[src/rtl/zigbee_pkg.sv]
// Shared types and widths for the pad-bus time-multiplexing scheduler.
// Latency: n/a (types and constants only).
// Backpressure: n/a.
package zigbee_pkg;

  localparam int NB_BANKS = 4;
  localparam int IN_W     = 22;
  localparam int OUT_W    = 18;

  typedef logic [1:0] bank_id_t;

  typedef enum logic [1:0] {
    ST_IDLE   = 2'd0,
    ST_SETTLE = 2'd1,
    ST_SAMPLE = 2'd2
  } pad_sched_state_t;

  // One-hot strobe for a bank index.
  function automatic logic [NB_BANKS-1:0] bank_onehot(input bank_id_t b);
    return NB_BANKS'(1) << b;
  endfunction

endpackage

[src/rtl/zigbee_rr_arbiter.sv]
// Four-way round-robin arbiter; the bank after the last winner has top priority.
// Latency: grant is combinational from req_i; the pointer moves on the advance strobe edge.
// Backpressure: none; the grant is only consumed when adv_i is high.
module zigbee_rr_arbiter
  import zigbee_pkg::*;
(
  input  logic                clk_i,
  input  logic                rst_i,
  input  logic [NB_BANKS-1:0] req_i,
  input  logic                adv_i,
  output logic [NB_BANKS-1:0] gnt_o,
  output bank_id_t            gnt_idx_o,
  output bank_id_t            ptr_o
);

  bank_id_t ptr_q, ptr_d;
  bank_id_t gnt_idx;
  logic     found;

  // Scan requests starting at the pointer, wrapping upward.
  always_comb begin
    bank_id_t idx;
    found   = 1'b0;
    gnt_idx = ptr_q;
    idx     = ptr_q;
    for (int i = 0; i < NB_BANKS; i++) begin
      idx = bank_id_t'(ptr_q + bank_id_t'(i));
      if (!found && req_i[idx]) begin
        found   = 1'b1;
        gnt_idx = idx;
      end
    end
  end

  // Pointer moves to one past the winner only when a grant is actually taken.
  always_comb begin
    ptr_d = ptr_q;
    if (adv_i && found) begin
      ptr_d = bank_id_t'(gnt_idx + 2'd1);
    end
  end

  // Pointer register; reset makes bank 0 the first winner.
  always_ff @(posedge clk_i) begin
    if (rst_i) begin
      ptr_q <= '0;
    end else begin
      ptr_q <= ptr_d;
    end
  end

  assign gnt_o     = found ? bank_onehot(gnt_idx) : '0;
  assign gnt_idx_o = gnt_idx;
  assign ptr_o     = ptr_q;

endmodule

[src/rtl/zigbee_pad_scheduler.sv]
// Time-multiplexes the shared pad bus among four banks: select, drive, settle, capture.
// Latency: sel/pad_out at t+1 after request, capture at t+dwell+2, in_valid at t+dwell+3.
// Backpressure: none; banks hold req_i level until out_ready_o/in_valid_o pulse.
module zigbee_pad_scheduler
  import zigbee_pkg::*;
#(
  parameter int NB_BANKS = zigbee_pkg::NB_BANKS,
  parameter int IN_W     = zigbee_pkg::IN_W,
  parameter int OUT_W    = zigbee_pkg::OUT_W,
  parameter int DWELL_W  = 4
) (
  input  logic                      clk_i,
  input  logic                      rst_i,
  input  logic [DWELL_W-1:0]        dwell_i,
  input  logic [NB_BANKS-1:0]       req_i,
  input  logic [NB_BANKS*OUT_W-1:0] out_data_i,
  output logic [NB_BANKS-1:0]       out_ready_o,
  input  logic [IN_W-1:0]           pad_in_i,
  output logic [OUT_W-1:0]          pad_out_o,
  output logic [1:0]                sel_o,
  output logic [IN_W-1:0]           in_data_o,
  output logic [NB_BANKS-1:0]       in_valid_o,
  output logic                      busy_o
);

  pad_sched_state_t    state_q, state_d;
  logic [DWELL_W-1:0]  cnt_q, cnt_d;
  bank_id_t            sel_q, sel_d;
  logic [OUT_W-1:0]    pad_out_q, pad_out_d;
  logic [IN_W-1:0]     in_data_q, in_data_d;
  logic [NB_BANKS-1:0] in_valid_q, in_valid_d;
  logic [NB_BANKS-1:0] out_ready_q, out_ready_d;

  logic                adv;
  logic [NB_BANKS-1:0] gnt_vec;
  bank_id_t            gnt_idx;
  bank_id_t            rr_ptr;

  zigbee_rr_arbiter u_arb (
    .clk_i     (clk_i),
    .rst_i     (rst_i),
    .req_i     (req_i),
    .adv_i     (adv),
    .gnt_o     (gnt_vec),
    .gnt_idx_o (gnt_idx),
    .ptr_o     (rr_ptr)
  );

  // Next-state logic: slot sequencing plus grant load from IDLE or SAMPLE.
  always_comb begin
    state_d     = state_q;
    cnt_d       = cnt_q;
    sel_d       = sel_q;
    pad_out_d   = pad_out_q;
    in_data_d   = in_data_q;
    in_valid_d  = '0;
    out_ready_d = '0;
    adv         = 1'b0;

    case (state_q)
      ST_IDLE: begin
        adv = |req_i;
      end
      ST_SETTLE: begin
        if (cnt_q == '0) begin
          state_d = ST_SAMPLE;
        end else begin
          cnt_d = cnt_q - DWELL_W'(1);
        end
      end
      ST_SAMPLE: begin
        // sel_q still names the owning bank here; it only moves on the next grant.
        in_data_d  = pad_in_i;
        in_valid_d = bank_onehot(sel_q);
        state_d    = ST_IDLE;
        adv        = |req_i;
      end
      default: begin
        state_d = ST_IDLE;
      end
    endcase

    // Grant load: dwell and output word are latched here and never re-read mid-slot.
    if (adv) begin
      state_d     = ST_SETTLE;
      cnt_d       = dwell_i;
      sel_d       = gnt_idx;
      pad_out_d   = out_data_i[int'(gnt_idx)*OUT_W +: OUT_W];
      out_ready_d = gnt_vec;
    end
  end

  // State and registered outputs; reset aborts any slot in flight.
  always_ff @(posedge clk_i) begin
    if (rst_i) begin
      state_q     <= ST_IDLE;
      cnt_q       <= '0;
      sel_q       <= '0;
      pad_out_q   <= '0;
      in_data_q   <= '0;
      in_valid_q  <= '0;
      out_ready_q <= '0;
    end else begin
      state_q     <= state_d;
      cnt_q       <= cnt_d;
      sel_q       <= sel_d;
      pad_out_q   <= pad_out_d;
      in_data_q   <= in_data_d;
      in_valid_q  <= in_valid_d;
      out_ready_q <= out_ready_d;
    end
  end

  // The bank under the pointer always has top priority when it requests.
  a_ptr_priority : assert property (@(posedge clk_i) disable iff (rst_i)
    (adv && req_i[rr_ptr]) |-> (gnt_idx == rr_ptr));

  assign sel_o       = sel_q;
  assign pad_out_o   = pad_out_q;
  assign in_data_o   = in_data_q;
  assign in_valid_o  = in_valid_q;
  assign out_ready_o = out_ready_q;
  assign busy_o      = (state_q != ST_IDLE);

endmodule

[config.mk]
export PLATFORM = sky130hd
export DESIGN_NAME = zigbee_pad_scheduler
export DESIGN_NICKNAME = d
export VERILOG_FILES = /design/src/rtl/zigbee_pkg.sv /design/src/rtl/zigbee_rr_arbiter.sv /design/src/rtl/zigbee_pad_scheduler.sv
export SDC_FILE = /design/constraint.sdc
export NUM_CORES = 1
export LEC_CHECK = 0
export ABC_AREA = 1
export CAP_MARGIN = 20
export CORE_AREA = 2 2 108 121
export CTS_CLUSTER_DIAMETER = 60
export DETAILED_ROUTE_END_ITERATION = 6
export DIE_AREA = 0 0 110 123
export PLACE_DENSITY = 0.63
export SKIP_LAST_GASP = 1
export SYNTH_ARGS = -nofsm -noshare
export SYNTH_HDL_FRONTEND = slang
export SYNTH_HIERARCHICAL = 1
export SYNTH_SLANG_ARGS = --single-unit
[constraint.sdc]
create_clock -name clk_i -period 4 [get_ports clk_i]
set_clock_uncertainty 0.1 [all_clocks]
set_input_delay 0.8 -clock clk_i [delete_from_list [all_inputs] [get_ports clk_i]]
set_output_delay 0.8 -clock clk_i [all_outputs]
set_load 0.05 [all_outputs]
==> results.tsv <==
metric	value	unit
commonest non-fill, non-tap cell in the layout	clkdlybuf4s50_1	
average wire per cell in the routed design	12.4	um
Syn-to-layout area delta	53.4	%
Syn Std Cell Area	3370	sq um
Synth area leaders	dfxtp_1 34%, nand2_1 15%, nand3_1 10%	
Setup crit start kind	primary input	
1st-pass router iterations	4	
Critical Path Fanout Max	36	
commonest cells after routing, fill and taps aside	154 x clkdlybuf4s50_1, 137 x nand2_1, 70 x nand3_1, 65 x nor2_1, 58 x dfxtp_1	
busiest layer in global routing	met2	
slack of the worst reg-to-reg path	1.30	ns
WHS Endpoint	in_valid_o[2]$_SDFF_PP0_	
TritonCTS clock tree	built	
post-synthesis sequential area ratio	34.5	%
number of flops mapped to enable cells by yosys	0	
row count	43	
DIE HEIGHT	123	um
Leak	2.18	nW
Placeable Area	12300	sq um
GP Congestion	0.851	
Num CTS Buffers	9	
Tightest Pin Transition	0.804	ns
initial antenna violation count	0	
clk root buf	clkbuf_16	
Starting Density	27.3	%
Final Setup Violations	0	
Total Die Area	13500	sq um
Synthesis Warnings	6	
Setup Fix Bufs, Post-CTS	0	
top-area cell type share of the netlist area	34.5	%
hold crit path type	reg2reg	
worst r2r src	u_arb/ptr_o[0]$_SDFFE_PP0P_	
Final Critical Period	2.88	ns
crit end category	register	
ys flop type	dfxtp_1	
Internal Power	2.01	mW
met1 Track Usage GR	15.2	%
Reg2Reg Depth	13	
unrepaired setup endpoints after global routing	false	
Clock Pin Slew Worst Setup and Hold Paths	0.05	ns
Worst-Skew Late Latency	0.31	ns
Setup TNS	0	ns
ANT cells	0	
Ports	155	
r2r endpoint	pad_out_o[11]$_SDFFE_PP0P_	
Initial DRC Count	158	
Max-Slew Margin vs Limit	46.3	%
share of layout cells above drive strength 1	12.3	%
Port Buffers	154	
Post-Route WL	9730	um
remaining antenna violation count after routing	0	
clock network power share	18.9	%
first-pass GRT wire length	15300	um
Resize count post-CTS	0	
switching power	1.92	mW
Max Fclk	347	MHz
Overflow after GRT	0	
H-tree levels	3	
Seq cells post-synth	58	
Critical Path AT	3.03	ns
synthesized area per cell	6.99	sq um
Clock Sinks	58	
Worst Hold Launch	sel_o[0]$_SDFFE_PP0P_	
max_cap viols	0	
sequential share of power	21.2	%
vias in the first global route	3408	
die width	110	um
Vias	3496	
DRC Markers	0	
final net count	733	
Max Slew Vio Count	0	
cells after synthesis	482	
Detail Placement HPWL	7340	um
CP Class	in2reg	
largest net degree at the start of global routing	48	
Clock Path Buffers	2	
# hold bufs at CTS	0	
peak supply drop	0.361	mV
switching share of total power	48.7	%
cell taking the most area after synthesis	dfxtp_1	
CP most frequent cell	nand2_1	
GRT Overall Usage	14.3	%
Design Power	3.93	mW
library cells used by synthesis	30	
slowest CP cell	clkdlybuf4s50_1	
Hold Crit Depth	1	
syn_nets	591	
combinational share of power	60.0	%
global routing usage on met3	4.48	%
status	complete, no violations	
PwrDens	761	nW/um^2
worst path cell trace	clkdlybuf4s50_1, nand2_2, nand3_1, nand2_1, nand3_2, nand2_1, nand2_1, nand2_2, inv_1, buf_4, nand2_1, nand3_1, nand2_1, o21ai_2	
drt via density	4.45	
Hold Vio Cnt, Final	0	
Max stage delay on crit path	0.58	ns
Period Utilization, post-route	72.0	%
GRT met2 Usage	25.8	%
Async SR Flop Fraction	0	%
Worst EP required	4.15	ns
## cell type report
| class | instances | area [sq um] |
|---|---|---|
| Clock inverter | 3 | 40.0 |
| Sequential cell | 58 | 1160 |
| Fill cell | 1230 | 7150 |
| Timing Repair Buffer | 156 | 1560 |
| Tap cell | 157 | 196 |
| Multi-Input combinational cell | 366 | 1830 |
| Clock buffer | 12 | 246 |
| Inverter | 33 | 139 |
## worst max-delay path by stage
stage / startpoint / end / slack [ns]
finish: req_i[1] / pad_out_o[11]$_SDFFE_PP0P_ / 1.12
global route: req_i[1] / pad_out_o[16]$_SDFFE_PP0P_ / 0.83
CTS: req_i[1] / pad_out_o[11]$_SDFFE_PP0P_ / 1.13
detailed placement: req_i[1] / pad_out_o[11]$_SDFFE_PP0P_ / 0.79
global placement: req_i[1] / pad_out_o[16]$_SDFFE_PP0P_ / 0.86
floorplan: req_i[1] / pad_out_o[10]$_SDFFE_PP0P_ / 1.68
## state kept, by name, indices dropped and copies added (netlist names)
name         flops
in_data_o       22
pad_out_o       18
cnt_q            4
in_valid_o       4
out_ready_o      4
sel_o            2
state_q          2
u_arb/ptr_o      2
## synthesized netlist by cell type, types with 2 or more instances
library cell,number
buf_2,4
o22ai_2,2
inv_4,4
buf_6,17
nand3_2,4
nor2_4,2
nand2_4,5
nand2_8,2
dfxtp_1,58
nand4_1,2
nor2_2,4
inv_1,24
nand3_1,70
nand2_2,19
o21ai_0,19
inv_2,4
ha_1,5
o21ai_2,10
buf_4,4
nor2_1,65
o21ai_1,12
nand2_1,137
a21oi_2,2
## through the flow
step / hold slack (ns) / util (%) / cells / area [sq um] / setup WS (ns)
CTS: 0.381 / 41.9 / 785 / 5170 / 1.13
global route: 0.395 / 41.9 / 785 / 5170 / 0.833
global placement: 0.353 / 39.6 / 770 / 4880 / 0.863
finish: 0.375 / 41.9 / 785 / 5170 / 1.12
floorplan: 0.366 / - / 482 / 3370 / 1.68
detailed placement: 0.367 / 39.6 / 770 / 4880 / 0.794
## power groups by stage
stage	combinational (mW)	sequential [mW]	clock [mW]
detailed placement	2.36	0.846	0
floorplan	1.44	1.26	0
finish	2.36	0.832	0.741
global placement	2.33	0.839	0
global route	2.60	0.852	0.794
CTS	2.37	0.836	0.767
## layer usage
| metal | up-vias | share of wire (%) |
|---|---|---|
| li1 | 1818 | - |
| met1 | 1531 | 41 |
| met2 | 131 | 48 |
| met3 | 16 | 8.5 |
| met4 | 0 | 2.5 |
| met5 | - | 0 |
## logic make-up after synthesis
kind of cell,synth area share (%)
AO/OA/AOI/OAI,8.62
flip-flops,34.5
buffers and inverters,11.3
adder cells (fa/ha/maj),1.86
AND/OR/NAND/NOR,43.8
## worst max-delay path, delay by kind of cell
kind                   cells  cell delay [ns]
buffers and inverters      3             1.12
and+or+nand+nor           10             0.96
AOI/OAI and AO/OA          1             0.12
No activity file was read; power rests on OpenSTA's default activity.
